$ cat src/rtl/rr_resource_arbiter.sv
// rr_resource_arbiter: round-robin owner of one shared datapath resource,
// holding each grant until done or a watchdog-forced release.
module rr_resource_arbiter #(
   parameter int NUM_REQ  = 4,
   parameter int TIMEOUT  = 64,
   parameter int TO_WIDTH = $clog2(TIMEOUT + 1)
) (
   input  logic                       clk,
   input  logic                       rst_n,
   input  logic [NUM_REQ-1:0]         req,
   input  logic                       done,
   output logic [NUM_REQ-1:0]         grant,
   output logic [$clog2(NUM_REQ)-1:0] sel,
   output logic                       grant_valid,
   output logic                       timeout_err
);
   localparam int SW = $clog2(NUM_REQ);
   typedef enum logic {IDLE, OWNED} state_t;
   state_t state, state_n;
   logic [NUM_REQ-1:0] grant_n, cand;
   logic [SW-1:0] sel_n, ptr, ptr_n, base, win;
   logic [TO_WIDTH-1:0] wd, wd_n;
   logic terr_n, found, expire, rel;
   int idx;

   // while owned, the current owner is excluded so it cannot re-win back-to-back
   always_comb begin
      base = (state == OWNED) ? sel : ptr;
      cand = (state == OWNED) ? req & ~grant : req;
      win = '0;
      found = 1'b0;
      idx = 0;
      for (int k = NUM_REQ; k >= 1; k--) begin
         idx = (int'(base) + k) % NUM_REQ;
         if (cand[idx[SW-1:0]]) begin
            win = idx[SW-1:0];
            found = 1'b1;
         end
      end
   end

   assign expire = wd == TO_WIDTH'(TIMEOUT - 1);
   assign rel = (state == OWNED) && (done || expire);

   always_ff @(posedge clk or negedge rst_n)
      if (!rst_n) begin
         state <= IDLE;
         grant <= '0;
         sel <= '0;
         ptr <= SW'(NUM_REQ - 1);
         wd <= '0;
         timeout_err <= 1'b0;
      end else begin
         state <= state_n;
         grant <= grant_n;
         sel <= sel_n;
         ptr <= ptr_n;
         wd <= wd_n;
         timeout_err <= terr_n;
      end

   always_comb begin
      state_n = state;
      grant_n = grant;
      sel_n = sel;
      ptr_n = ptr;
      wd_n = wd;
      terr_n = 1'b0;
      if (state == IDLE || rel) begin
         ptr_n = rel ? sel : ptr;
         terr_n = rel && !done;
         wd_n = '0;
         state_n = found ? OWNED : IDLE;
         grant_n = found ? NUM_REQ'(1) << win : '0;
         sel_n = found ? win : sel;
      end else
         wd_n = wd + 1'b1;
   end

   always_comb grant_valid = (state == OWNED);
endmodule

$ cat config.mk
export PLATFORM = sky130hd
export DESIGN_NAME = rr_resource_arbiter
export DESIGN_NICKNAME = d
export VERILOG_FILES = /design/src/rtl/rr_resource_arbiter.sv
export SDC_FILE = /design/constraint.sdc
export NUM_CORES = 1
export LEC_CHECK = 0
export CAP_MARGIN = 5
export CORE_UTILIZATION = 51
export CTS_CLUSTER_SIZE = 10
export DETAILED_ROUTE_END_ITERATION = 10
export PLACE_DENSITY = 0.82
export RECOVER_POWER = 100
export SYNTH_ARGS = -nofsm -noshare
export SYNTH_HDL_FRONTEND = slang
export SYNTH_SLANG_ARGS = --single-unit
export TNS_END_PERCENT = 5
$ cat constraint.sdc
create_clock -name clk -period 2.5 [get_ports clk]
set_input_delay 0.25 -clock clk [delete_from_list [all_inputs] [get_ports clk]]
set_output_delay 0.25 -clock clk [all_outputs]
set_load 0.03 [all_outputs]
==> metrics.md <==
| Metric | Value |
|---|---|
| Final Hold Viols | 0 |
| FP Rows | 15 |
| # port buffers | 14 |
| Mapped Area | 922 um^2 |
| Power Dens Cells | ~900 nW/um^2 |
| Die Wd | about 45 um |
| Layout cells sized above 1 | 12.4% |
| Register-to-register setup slack | 0.50 ns |
| Final Skew | around 0.0025 ns |
| Setup violators final | 0 |
| Detail Placement HPWL | between 1 and 1.5 mm |
| Placed cell count | ~130 |
| CTS resizes | 0 |
| Io pins | 15 |
| Achievable frequency | 500 MHz |
| WL per Instance | roughly 14 um |
| GRT met2 Usage | 35.3% |
| GRT Overall Usage | between 20% and 30% |
| Hold Crit Class | primary input to asynchronous set/reset pin |
| Finished Layout Cells | 130 |
| Leak | 0.509 nW |
| Post-synth EDFFs | 0 |
| H-tree level count | 1 |
| Clock Path Buffers | 2 |
| Top-area cell type share of the netlist area | approximately two fifths |
| Synth Net Count | 96 |
| Sequential-to-total area share from yosys stat | around 46% |
| Final min period | approximately 2 ns |
| Crit Path Max Fanout | 6 |
| Mapped Cells | about 90 |
| Post-synth cell types | ~40 |
| Syn avg cell area | ~10 um^2 |
| Antenna Violating Nets Remaining | 0 |
| Post-synth top flop | dfrtp_1 |
| Initial antenna violation count | 0 |
| Nets@finish | 114 |
| Vias in the first global route | 695 |
| Period Utilization, post-route | between 80% and 90% |
| GRT busiest layer | met2 |
| Final core utilization | between 60% and 70% |
| Cts hold-fix bufs | 0 |
| Setup TNS | 0 ns |
| First-pass GRT wire length | roughly 3.1 mm |
| Routability cong. | 0.893 |
| DR DRC count | 0 |
| Ys Warns | 0 |
| DRT Pass-1 Iters | 4 |
| Routed WL | between 1.5 and 2 mm |
| Max Cap Viol | 0 |
| Maximum vdd drop | roughly 0.55 mV |
| Headroom to the max-slew limit | between 50% and 60% |
| Ys async rst share | 100% |
| Initial Util | a little over half |
| Diode count | 0 |
| RSZ-0062 raised after global routing | no |
| Worst Reg-to-Reg Cells | 6 |
| Req. time, crit path | around 2.7 ns |
| Count of state elements after synthesis | 17 |
| Core Region | ~1700 um^2 |
| CTS sink count | 17 |
| Layout area overhead | 19.8% |
| Die Y-Extent | approximately 45 um |
| Worst Setup Path Type | flop to flop |
| M1 GR Usage | 28.0% |
| Die area | just under 2000 um^2 |
| Worst-path clk slew | 0.09 ns |
| Root Buffer | clkbuf_4 |
| Yosys top cell by area | dfrtp_1 |
| Met3 global-route usage | slightly below 5% |
| Via/cell ratio | 5.65 |
| DRT iter0 DRCs | 11 |
| Final count of pins violating max slew | 0 |
| CTS tree | yes |
| Via count | ~740 |
| CP Capture Type | flop |
| GRT overflow | 0 |
| Clk Latency, worst-skew pair | ~0.29 ns |
| Crit path DAT | approximately 2.2 ns |
| Tightest Pin Transition | 0.725 ns |
| Setup Fix Bufs, Post-CTS | 0 |
| Num CTS Buffers | 3 |
| Outcome | complete, no violations |
| Top post-synthesis cells by area | dfrtp_1, dfstp_2, nor2_1 |
| Largest net degree at the start of global routing | 18 |
| Crit start category | flop |
[layer usage]
metal / vias to the layer above / routed length, um
li1: 350 / -
met1: 359 / 781
met2: 22 / 844
met3: 4 / 76
met4: 0 / 53
met5: - / 0
[registers in the layout (all words and copies together), names as in the netlist]
| register | cells |
|---|---|
| timeout_err | 1 |
| wd | 7 |
| grant_valid | 1 |
| grant | 4 |
| ptr | 2 |
| sel | 2 |
[placed cells by master (no fill, tap or decap), types with 2 or more instances in the layout]
| cell | Yosys | layout |
|---|---|---|
| a32o_1 | 2 | 2 |
| and3_1 | 2 | 2 |
| clkbuf_4 | 0 | 3 |
| clkdlybuf4s50_1 | 0 | 5 |
| dfrtp_1 | 15 | 15 |
| dfstp_2 | 2 | 2 |
| dlygate4sd3_1 | 0 | 9 |
| inv_1 | 4 | 4 |
| mux2_2 | 2 | 2 |
| nand2_1 | 9 | 9 |
| nand2b_1 | 3 | 3 |
| nand3_1 | 2 | 3 |
| nor2_1 | 10 | 11 |
| o211a_1 | 2 | 2 |
| o21ai_0 | 4 | 5 |
| or2_0 | 1 | 2 |
| xnor2_1 | 2 | 2 |
| xor2_1 | 2 | 2 |
[cell families (layout without fill, tap and decap cells)]
| group | Yosys count | in the layout | share of synthesized area [%] |
|---|---|---|---|
| buf+inv | 5 | 22 | 2.44 |
| mux | 4 | 4 | 5.16 |
| fa+ha+maj | 1 | 1 | 1.36 |
| xor+xnor | 4 | 4 | 3.80 |
| compound gates | 21 | 21 | 20.2 |
| simple gates | 36 | 36 | 20.6 |
| flops | 17 | 17 | 46.4 |
[critical path, cell delays in order (launching register included)]
cell     delay [ns]
dfrtp_1        0.37
ha_1           0.19
nand3_1        0.18
or2_0          0.32
o21a_1         0.27
nor2_1         0.25
mux2_4         0.32
[through the flow]
stage	total power, mW	setup slack [ns]	hold WS (ns)	area [um^2]
4_1_cts	1.03	0.597	0.421	1110
3_5_place_dp	0.890	0.498	0.452	1090
6_report	1.01	0.499	0.452	1100
2_1_floorplan	0.732	0.746	-0.0456	922
3_3_place_gp	0.878	0.521	0.442	1090
5_1_grt	1.07	0.389	0.480	1100
[worst paths after layout]
| path | startpoint | end |
|---|---|---|
| min in group clk | wd[0] | wd[0] |
| hold / removal | rst_n | grant[2] |
| hold reg to reg | wd[0] | wd[0] |
| setup / recovery | wd[0] | sel[0] |
| max in group asynchronous | rst_n | wd[0] |
| setup reg to reg | wd[0] | sel[0] |
[power by group]
group	total, mW	switching [mW]	leakage, nW	internal [mW]
clock	0.144	0.0816	0.0150	0.0621
combinational	0.438	0.240	0.279	0.198
sequential	0.426	0.0755	0.216	0.350
total	1.01	0.397	0.509	0.610
[synthesized netlist by cell type, drive strengths merged (3+ instances only)]
cell type / number
nor2: 11
nand3: 3
nand2b: 3
mux2: 3
inv: 4
dfrtp: 15
nand2: 9
o21ai: 5
[final cells by class]
| class | instances | area (um^2) |
|---|---|---|
| Clock buffer | 4 | 26.3 |
| Fill cell | 145 | 603 |
| Inverter | 4 | 15.0 |
| Multi-Input combinational cell | 66 | 464 |
| Sequential cell | 17 | 428 |
| Tap cell | 25 | 31.3 |
| Timing Repair Buffer | 14 | 140 |
Power figures use the tool's default switching activity.
